==> config.mk <==
export PLATFORM = sky130hd
export DESIGN_NAME = src_arbiter_flat
export DESIGN_NICKNAME = d
export VERILOG_FILES = /design/src/rtl/noc_pkg.sv /design/src/rtl/src_arbiter_if.sv /design/src/rtl/src_arbiter_rr_pick.sv /design/src/rtl/src_arbiter.sv /design/src/flat_wrapper.sv
export SDC_FILE = /design/constraint.sdc
export NUM_CORES = 1
export LEC_CHECK = 0
export BUFFER_PORTS_ARGS = -buffer_cell sky130_fd_sc_hd__buf_4
export CAP_MARGIN = 5
export CORE_ASPECT_RATIO = 0.8
export CORE_MARGIN = 2
export CORE_UTILIZATION = 30
export CTS_BUF_LIST = sky130_fd_sc_hd__clkbuf_4
export DETAILED_ROUTE_END_ITERATION = 10
export SYNTH_ARGS = -nofsm -noshare
export SYNTH_HDL_FRONTEND = slang
export SYNTH_HIERARCHICAL = 1
export SYNTH_SLANG_ARGS = --single-unit
==> constraint.sdc <==
create_clock -name clk -period 2.2 [get_ports clk]
set_input_delay 0.33 -clock clk [delete_from_list [all_inputs] [get_ports clk]]
set_output_delay 0.33 -clock clk [all_outputs]
set_load 0.005 [all_outputs]
==> src/rtl/noc_pkg.sv <==
// Shared NoC definitions: arbiter FSM state encoding and stats counter width.
package noc_pkg;

    typedef enum logic [0:0] {
        IDLE = 1'b0,
        HOLD = 1'b1
    } arb_state_e;

    localparam int STAT_W = 16;

endpackage

==> src/rtl/src_arbiter_if.sv <==
// Requester-side and NoC-port-side flit handshakes of src_arbiter, grouped as one bundle.
interface src_arbiter_if #(
    parameter int WIDTH        = 32,
    parameter int N_ADDR_WIDTH = 4,
    parameter int K            = 4
);
    logic [K-1:0][WIDTH-1:0]        req_data;
    logic [K-1:0][N_ADDR_WIDTH-1:0] req_dest;
    logic [K-1:0]                   req_valid;
    logic [K-1:0]                   req_ready;
    logic [WIDTH-1:0]               out_data;
    logic [N_ADDR_WIDTH-1:0]        out_dest;
    logic                           out_valid;
    logic                           out_ready;

    // Environment side: sources drive flits, the node port drives out_ready.
    modport master (
        output req_data, req_dest, req_valid, out_ready,
        input  req_ready, out_data, out_dest, out_valid
    );

    // Arbiter side.
    modport slave (
        input  req_data, req_dest, req_valid, out_ready,
        output req_ready, out_data, out_dest, out_valid
    );
endinterface

==> src/rtl/src_arbiter_rr_pick.sv <==
// Combinational round-robin selector: first set bit of valid at or above ptr, wrapping to 0.
module rr_pick #(
    parameter int K  = 4,
    parameter int IW = $clog2(K)
) (
    input  logic [K-1:0]  valid,
    input  logic [IW-1:0] ptr,
    output logic [IW-1:0] grant,
    output logic          found
);
    int          idx_i;
    logic [IW-1:0] idx;

    always_comb begin
        grant = '0;
        found = 1'b0;
        idx_i = 0;
        idx   = '0;
        for (int i = 0; i < K; i++) begin
            idx_i = int'(ptr) + i;
            if (idx_i >= K) idx_i = idx_i - K;
            idx = IW'(idx_i);
            if (!found && valid[idx]) begin
                found = 1'b1;
                grant = idx;
            end
        end
    end
endmodule

==> src/rtl/src_arbiter.sv <==
// K-source burst round-robin arbiter feeding one registered NoC node port.
// Optional per-requester grant counters under macro SRC_ARBITER_STATS_EN.
module src_arbiter
    import noc_pkg::*;
#(
    parameter int WIDTH        = 32,
    parameter int N            = 16,
    parameter int N_ADDR_WIDTH = $clog2(N),
    parameter int K            = 4,
    parameter int BURST        = 4
) (
    input  logic              clk,
    input  logic              rst,
    src_arbiter_if.slave      bus
`ifdef SRC_ARBITER_STATS_EN
    ,
    input  logic [$clog2(K)-1:0] stat_sel,
    output logic [STAT_W-1:0]    stat_count
`endif
);
    localparam int IW = $clog2(K);
    localparam int CW = $clog2(BURST + 1);

    if (K < 2 || K > 16 || BURST < 1 || N < 2) begin : g_bad_cfg
        $error("src_arbiter: unsupported parameter set");
    end

    arb_state_e    state;
    logic [IW-1:0] ptr;
    logic [IW-1:0] owner;
    logic [CW-1:0] cnt;

    logic [IW-1:0] rr_grant;
    logic          rr_found;
    logic [IW-1:0] grant;
    logic          grant_ok;
    logic          slot_free;

    function automatic logic [IW-1:0] wrap_inc(input logic [IW-1:0] i);
        if (int'(i) == K - 1) return '0;
        return i + 1'b1;
    endfunction

    rr_pick #(.K(K), .IW(IW)) u_pick (
        .valid (bus.req_valid),
        .ptr   (ptr),
        .grant (rr_grant),
        .found (rr_found)
    );

    // While holding, only the burst owner may be granted; otherwise round-robin.
    always_comb begin
        slot_free = !bus.out_valid || bus.out_ready;
        if (state == HOLD) begin
            grant    = owner;
            grant_ok = bus.req_valid[owner];
        end else begin
            grant    = rr_grant;
            grant_ok = rr_found;
        end
    end

    assign bus.req_ready = (slot_free && grant_ok && !rst) ? (K'(1) << grant) : '0;

    always_ff @(posedge clk) begin
        if (rst) begin
            state         <= IDLE;
            ptr           <= '0;
            owner         <= '0;
            cnt           <= '0;
            bus.out_valid <= 1'b0;
            bus.out_data  <= '0;
            bus.out_dest  <= '0;
        end else if (slot_free) begin
            bus.out_valid <= grant_ok;
            if (grant_ok) begin
                bus.out_data <= bus.req_data[grant];
                bus.out_dest <= bus.req_dest[grant];
            end
            case (state)
                IDLE: begin
                    if (grant_ok) begin
                        owner <= grant;
                        cnt   <= CW'(1);
                        if (BURST > 1) state <= HOLD;
                        else           ptr   <= wrap_inc(grant);
                    end
                end
                HOLD: begin
                    // Burst ends on the BURST-th flit or as soon as the owner goes idle.
                    if (grant_ok) begin
                        cnt <= cnt + 1'b1;
                        if (int'(cnt) + 1 >= BURST) begin
                            state <= IDLE;
                            ptr   <= wrap_inc(owner);
                        end
                    end else begin
                        state <= IDLE;
                        ptr   <= wrap_inc(owner);
                    end
                end
                default: state <= IDLE;
            endcase
        end
    end

`ifdef SRC_ARBITER_STATS_EN
    logic [STAT_W-1:0] grant_cnt [K];
    logic              xfer;

    function automatic logic [STAT_W-1:0] sat_inc(input logic [STAT_W-1:0] v);
        if (&v) return v;
        return v + 1'b1;
    endfunction

    assign xfer = slot_free && grant_ok && !rst;

    always_ff @(posedge clk) begin
        if (rst) begin
            for (int i = 0; i < K; i++) grant_cnt[i] <= '0;
        end else if (xfer) begin
            grant_cnt[grant] <= sat_inc(grant_cnt[grant]);
        end
    end

    assign stat_count = (int'(stat_sel) < K) ? grant_cnt[stat_sel] : '0;
`endif
endmodule

==> src/flat_wrapper.sv <==
// flat-port wrapper written by rule: the top's interface ports become plain ports
module src_arbiter_flat import noc_pkg::*;
#(
    parameter int WIDTH        = 32,
    parameter int N            = 16,
    parameter int N_ADDR_WIDTH = $clog2(N),
    parameter int K            = 4,
    parameter int BURST        = 4
)
  (clk, rst, bus_req_data, bus_req_dest, bus_req_valid, bus_out_ready, bus_req_ready, bus_out_data, bus_out_dest, bus_out_valid);
  src_arbiter_if #(.WIDTH(WIDTH), .N_ADDR_WIDTH(N_ADDR_WIDTH), .K(K)) bus_i ();
  input  logic clk;
  input  logic rst;
  input wire logic [$bits(bus_i.req_data)-1:0] bus_req_data;
  input wire logic [$bits(bus_i.req_dest)-1:0] bus_req_dest;
  input wire logic [$bits(bus_i.req_valid)-1:0] bus_req_valid;
  input wire logic [$bits(bus_i.out_ready)-1:0] bus_out_ready;
  output wire logic [$bits(bus_i.req_ready)-1:0] bus_req_ready;
  output wire logic [$bits(bus_i.out_data)-1:0] bus_out_data;
  output wire logic [$bits(bus_i.out_dest)-1:0] bus_out_dest;
  output wire logic [$bits(bus_i.out_valid)-1:0] bus_out_valid;
  assign bus_i.req_data = bus_req_data;
  assign bus_i.req_dest = bus_req_dest;
  assign bus_i.req_valid = bus_req_valid;
  assign bus_i.out_ready = bus_out_ready;
  assign bus_req_ready = bus_i.req_ready;
  assign bus_out_data = bus_i.out_data;
  assign bus_out_dest = bus_i.out_dest;
  assign bus_out_valid = bus_i.out_valid;
  src_arbiter #(.WIDTH(WIDTH), .N(N), .N_ADDR_WIDTH(N_ADDR_WIDTH), .K(K), .BURST(BURST)) u_core (.clk(clk), .rst(rst), .bus(bus_i));
endmodule
# Yosys cells after proc, flatten, opt, wreduce, memory -nomap -nowiden
# Cells that the tools add are included.
classes:
  shift: 1
  div: 0
  magnitude_cmp: 11
  n_addsub: 10
  mul: 0
  muxes: 52
  reduce_logical: 15
  n_eq_ne: 4
  n_bitwise: 1
op_table:
  columns: ["operator", "n"]
  rows:
  - ["32-bit binary-select mux with 2-bit select", 1]
  - ["32-bit by 4-bit >= comparator with 1-bit output, second input constant", 1]
  - ["32-bit two-way mux", 1]
  - ["2-bit two-way mux", 15]
  - ["1-bit two-way mux", 23]
  - ["2-bit by 3-bit less-than comparator with 1-bit output, second input constant", 6]
  - ["1-bit binary-select mux with 2-bit select", 5]
  - ["3-bit >= comparator, second input constant", 3]
  - ["3-bit AND reduction", 3]
  - ["4-bit binary-select mux with 2-bit select", 1]
  - ["4-bit two-way mux", 2]
  - ["2-bit by 1-bit subtractor with 2-bit output, second input constant", 4]
  - ["2-bit by 2-bit adder with 3-bit output, second input constant", 2]
  - ["3-bit two-way mux", 2]
  - ["3-bit case mux with 2 select lines", 1]
  - ["1-bit logical AND", 5]
  - ["1-bit zero test", 5]
  - ["3-bit by 1-bit adder with 4-bit output, second input constant", 1]
  - ["1-bit by 2-bit left shift with 4-bit output, first input constant", 1]
  - ["2-bit by 1-bit adder with 3-bit output, second input constant", 1]
  - ["3-bit by 1-bit adder with 3-bit output, second input constant", 1]
  - ["2-bit by 3-bit >= comparator with 1-bit output, second input constant", 1]
  - ["3-bit != test, second input constant", 1]
  - ["2-bit by 1-bit adder with 2-bit output, second input constant", 1]
  - ["7 further kinds", 7]
totals:
  out_inout_bits: 41
  reg_bits: 45
  n_memories: 0
  romBits: 0
  ram_bits: 0
  inputBits: 151
  latchBits: 0
  word_cells: 101

# Longest topological paths before layout
logic_depth:
  word_depth: 23
  ltp_mapped: 7
  depth_no_buf: 6

# Hierarchy
# Netlist, hierarchy kept.
by_module_without_submodules:
  columns: ["module", "seq_area_each_um2", "instances", "cells_each", "area_each_um2"]
  rows:
  - ["src_arbiter", 900.9, 1, 182, 2640.0]
  - ["rr_pick", 0.0, 1, 15, 77.6]

# Worst setup path after synthesis
# No wires, ideal clock.
synth_path:
  path_kind: "input to register"
  from: "input port bus_req_valid[2]"
  to: "register u_core.bus.out_data[26]"
  t_arrival_ps: 2006
  required_ps: 2083
  cell_stages: 7
  setup_ps: 117
  slack_ps: 78
  n_path_buf: 1
  cell_sequence: "inv_1 o221ai_1 a21oi_1 mux2i_1 buf_2 mux4_2 a22o_1"
synth_via:
  elab_chain_len: 15
  word_cells_on_any_way: 29
  cone_classes: "mux: 22; reduce/logical: 7"
synth_lines:
  columns: ["item", "line_no", "rtl"]
  rows:
  - ["start: declaration", "flat_wrapper.sv:16", "input wire logic [$bits(bus_i.req_valid)-1:0] bus_req_valid;"]
  - ["1-bit binary-select mux with 2-bit select", "src_arbiter_rr_pick.sv:23", "if (!found && valid[idx]) begin"]
  - ["1-bit two-way mux (implied by the code)", "src_arbiter_rr_pick.sv:23", null]
  - ["1-bit two-way mux", "src_arbiter_rr_pick.sv:23", null]
  - ["1-bit zero test", "src_arbiter_rr_pick.sv:23", null]
  - ["1-bit logical AND", "src_arbiter_rr_pick.sv:23", null]
  - ["1-bit two-way mux", "src_arbiter_rr_pick.sv:23", null]
  - ["1-bit zero test", "src_arbiter_rr_pick.sv:23", null]
  - ["1-bit logical AND", "src_arbiter_rr_pick.sv:23", null]
  - ["1-bit two-way mux", "src_arbiter_rr_pick.sv:23", null]
  - ["1-bit zero test", "src_arbiter_rr_pick.sv:23", null]
  - ["1-bit logical AND", "src_arbiter_rr_pick.sv:23", null]
  - ["2-bit two-way mux *", "src_arbiter_rr_pick.sv:23", null]
  - ["via u_core.rr_grant[0]", "src_arbiter.sv:33", "logic [IW-1:0] rr_grant;"]
  - ["2-bit two-way mux *", "src_arbiter.sv:54", "if (state == HOLD) begin"]
  - ["32-bit binary-select mux with 2-bit select *", "src_arbiter.sv:77", "bus.out_data <= bus.req_data[grant];"]
  - ["32-bit two-way mux (implied by the code) *", "src_arbiter.sv:77", null]
  - ["end signal: assignment", "src_arbiter.sv:77", null]
  - ["end: declaration", "src_arbiter_if.sv:25", "output req_ready, out_data, out_dest, out_valid"]
# Mark *: on every way through the listed nets, which the timed path passes. The rest lies on a longest branch. The select of a mux whose other input is x is not followed.
# A chain may end at the register's enable or synchronous reset.

# Final worst setup path
layout_path:
  from: "register u_core.ptr[0]"
  to: "register u_core.bus.out_data[4]"
layout_via:
  elab_chain_len: 17
  word_cells_on_any_way: 42
  cone_classes: "add/sub: 7; order compare: 4; mux: 24; reduce/logical: 7"
layout_lines:
  columns: ["item", "line_no", "rtl"]
  rows:
  - ["start: declaration", "src_arbiter.sv:29", "logic [IW-1:0] ptr;"]
  - ["start signal: assignment", "src_arbiter.sv:86", "else ptr <= wrap_inc(grant);"]
  - ["start signal: assignment", "src_arbiter.sv:95", "ptr <= wrap_inc(owner);"]
  - ["start signal: assignment", "src_arbiter.sv:99", "ptr <= wrap_inc(owner);"]
  - ["branches (longest 13 deep; another with 2-bit by 1-bit adder with 3-bit output)", null, null]
  - ["2-bit two-way mux *", "src_arbiter_rr_pick.sv:23", null]
  - ["via u_core.rr_grant[0]", "src_arbiter.sv:33", null]
  - ["2-bit two-way mux *", "src_arbiter.sv:54", null]
  - ["32-bit binary-select mux with 2-bit select *", "src_arbiter.sv:77", null]
  - ["32-bit two-way mux (implied by the code) *", "src_arbiter.sv:77", null]
# Mark *: on every way through the listed nets, which the timed path passes. The select of a mux whose other input is x is not followed.

==> out/results.md <==
* result of the run: complete, no violations
* leakage power figure: 0.002179 µW
* CTS Buf Count: 5
* fill cell total of the finished layout: 823
* R2R depth: 7
* most frequent standard cell in the layout excluding fill and tap cells: buf_4
* overall die width: 110.4 µm
* post-synthesis area per instance: 13.79 µm²
* critical path type: reg2reg
* worst IR drop on VDD: 0.0002614 V
* number of global-route vias before repair: 2650
* initial antenna violation count: 0
* reg-to-reg critical path startpoint: u_core/ptr[0]$_SDFFE_PP0P_
* largest family of logic cells by synthesized area: multiplexers
* hold buffers post-CTS: 0
* area taken by flip-flops and latches: 912.1 µm²
* clock insertion delay at the later pin of the skew report: 350 ps
* first-pass GRT wire length: 13170 µm
* starting density of the core: 0.3046
* post-synthesis cell type with the largest combined area: dfxtp_1
* Max-slew headroom: 0.7304
* Finish-stage setup viols: 0
* critical path launch point type: flop
* total via count in the routed design: 2624
* Cell Pwr Density: 631.7 nW/µm²
* Die H: 89.13 µm
* total die area: 9841 µm²
* post-route ant nets: 0
* Post-DP HPWL: 6512 µm
* setup slack after placement: 15.01 ps
* Arr. time, crit path: 2420 ps
* number of maximum-capacitance violations: 0
* synthesized-area fraction occupied by adder cells: 0.009208
* sequence of cells on the critical path: o221ai_1 -> a21oi_2 -> mux2i_4 -> buf_4 -> buf_12 -> mux4_1 -> a22o_1
* met3 track utilization from global routing: 0.05288
* Clock Root Buffer: clkbuf_4
* net count of the mapped netlist: 350
* Final Max Tran Viols: 0
* maximum fanout along the worst path: 27
* multiplexer share of the synthesized area: 0.3481
* pin count of the biggest net entering global routing: 37
* FF+latch count, synth: 45
* compound-gate portion of the synthesized area: 0.1625
* reg-to-reg slack, setup: 40 ps
* crit share post-route: 0.9802
* clock-pin slew on the worst setup and hold paths: 140 ps
* number of remaining DRC errors: 0
* Peak Freq: 463.7 MHz
* simple-gate portion of the synthesized area: 0.07413
* overall overflow remaining after global route: 0
* weighted congestion at the end of routability-driven global placement: 0.8134
* mean number of vias per cell: 5.075
* leading cell types in the layout, fill and taps excluded: 209 x buf_4, 40 x dfxtp_1, 30 x a22o_1
* number of buffers added on ports: 191
* clock period minus final worst setup slack: 2156 ps
* origin of the worst min-delay path: rst
* unrepaired setup endpoints after global routing: yes
* area growth from synthesis to final layout: 66.71%
* area occupied by multi-input gates: 1675 µm²
* TritonCTS sink count: 45
* leading post-synthesis cells by cell area: dfxtp_1 33%, mux4_1 18%, mux4_2 15%
* Placed Instances: 495
* family with the most delay on the worst path: multiplexers
* clock tree skew after final layout: 8.592 ps
* number of buffers and inverters on the critical path: 2
* final hold viol count: 0
* Max clock buf depth: 2
* Slowest-stage cell, CP: mux4_1
* met2 usage in global routing: 0.3095
* Crit Reg-Reg Endpoint: u_core/bus.out_data[4]$_SDFFE_PP0P_
* TritonCTS clock tree: yes
* parity-gate share of the synthesized area counting xor and xnor cells: 0
* Antenna Cells: 0
* fin nets: 554
* mean routed wirelength per cell: 16.97 µm
* number of distinct standard cells referenced by the synthesized netlist: 36
* utilization of the core after routing: 0.5079
* first-iteration detailed-routing DRC count: 100
* number of I/O pins: 192
* CTS H-tree depth: 2
* YS warnings: 6
* worst min-delay path class: in2reg
* terminating pin of the worst hold path: u_core/owner[1]$_SDFFE_PP0P_
* worst hold path stage count: 2
* total iterations of the first detailed-routing run: 4
* Top Usage Layer GRT: met2
* delay of the slowest cell on the worst path: 610 ps
* met1 track demand over resource in global routing: 0.2025
* share of layout cells above drive strength 1: 0.6642
* sum of routed wire length over all layers: 8775 µm
* Crit path required time: 2460 ps
* post-route non-filler standard cell count: 517
* worst setup slack after layout: 43.65 ps
* core region area: 8921 µm²
* Placement Rows: 31
* number of cells produced by synthesis: 197
* Synth Cell Area: 2718 µm²
* Worst Max-Slew Pin Slew: 404.4 ps
* total track usage: 0.1700
* fraction of synthesized cell area taken by the top area cell type: 0.3315
* critical path endpoint category: flop
* post-synthesis sequential area ratio: 0.3315
[metal layers]
layer | vias to the layer above | wire length, µm
li1 | 1235 | -
met1 | 1266 | 3666
met2 | 121 | 4404
met3 | 2 | 680
met4 | 0 | 24
met5 | - | 0
[cell type report]
class,instances,area share
repair buffers,215,0.3756
clock buffers,5,0.008285
well taps,115,0.03176
multi-input cells,129,0.3698
inverters,5,0.004142
flip-flops and latches,45,0.2013
clock inverters,3,0.009113
[state kept, by name (all words and copies together), names as in the netlist]
signal / flops
u_core/bus.out_data: 32
u_core/ptr: 2
u_core/owner: 2
u_core/cnt: 3
u_core/bus.out_dest: 4
u_core/bus.out_valid: 1
u_core/state: 1
[synthesized netlist by cell type]
master	count
clkbuf_8	6
a21oi_1	8
nand3_1	4
inv_1	4
dfxtp_1	45
nor2_1	3
and3_4	1
a21oi_4	1
clkbuf_1	2
nor3b_1	1
buf_6	7
buf_2	3
nand2_1	4
and2b_4	1
and3_1	1
mux2i_1	3
mux4_2	18
nor2b_1	3
inv_2	1
and3b_1	2
or2_2	1
nor3_4	1
nand2b_1	5
a221o_1	1
and2_1	1
a22o_1	30
o221ai_1	1
mux2_2	1
mux4_1	19
o21ai_0	3
a22o_2	6
a211oi_1	3
or2b_2	1
nor3_1	3
a31oi_1	1
ha_1	2
[worst register-to-register path, cell delays in order (launching register included)]
cell and delay (ps):
dfxtp_2 370, o221ai_1 220, a21oi_2 100, mux2i_4 190, buf_4 150, buf_12 210
mux4_1 620, a22o_1 200
[cells by family (layout without fill, tap and decap cells)]
kind of cell,count (synthesis),in the layout
buffers and inverters,23,228
adders and majority gates,2,2
muxes,41,41
AOI/OAI and AO/OA,54,54
DFF,45,45
and+or+nand+nor,32,32
[how the worst max path moves through the flow]
stage | from | to | cells after the start
4_1_cts | u_core/owner[0]$_SDFFE_PP0P_ | bus_req_ready[0] | 5
5_1_grt | u_core/ptr[0]$_SDFFE_PP0P_ | bus_req_ready[1] | 7
3_3_place_gp | bus_req_valid[1] | u_core/bus.out_data[4]$_SDFFE_PP0P_ | 8
3_5_place_dp | bus_req_valid[0] | u_core/bus.out_data[21]$_SDFFE_PP0P_ | 8
2_1_floorplan | bus_req_valid[2] | u_core/bus.out_data[26]$_SDFFE_PP0P_ | 7
6_report | u_core/ptr[0]$_SDFFE_PP0P_ | u_core/bus.out_data[4]$_SDFFE_PP0P_ | 7
[per-stage QoR]
stage / total power [µW] / hold WS, ps / cell area (µm²) / TNS, ps
after floorplan: 1717 / 459.9 / 2718 / 0
after global placement: 2235 / 462.8 / 4262 / 0
after detailed placement: 2251 / 465.3 / 4262 / 0
after CTS: 2867 / 221.0 / 4449 / 0
after global routing: 3044 / 232.5 / 4531 / -144.9
final: 2862 / 248.9 / 4531 / 0
[timing repair]
action | 4_1_cts | 5_1_grt
endpoints found under the hold margin | 0 | 0
buffers inserted | 6 | 7
setup endpoints to repair | 4 | 4
cloned | 1 | 0
resized for setup | 10 | 9
pin swaps | 1 | 6
[report_power, final]
part / leakage (µW) / switching (µW) / internal, µW
Combinational: 0.00177 / 456 / 840
Clock: 0.0000389 / 288 / 236
Sequential: 0.000374 / 87.4 / 955
Total: 0.00218 / 832 / 2030
(Power assumes the default switching activity.)
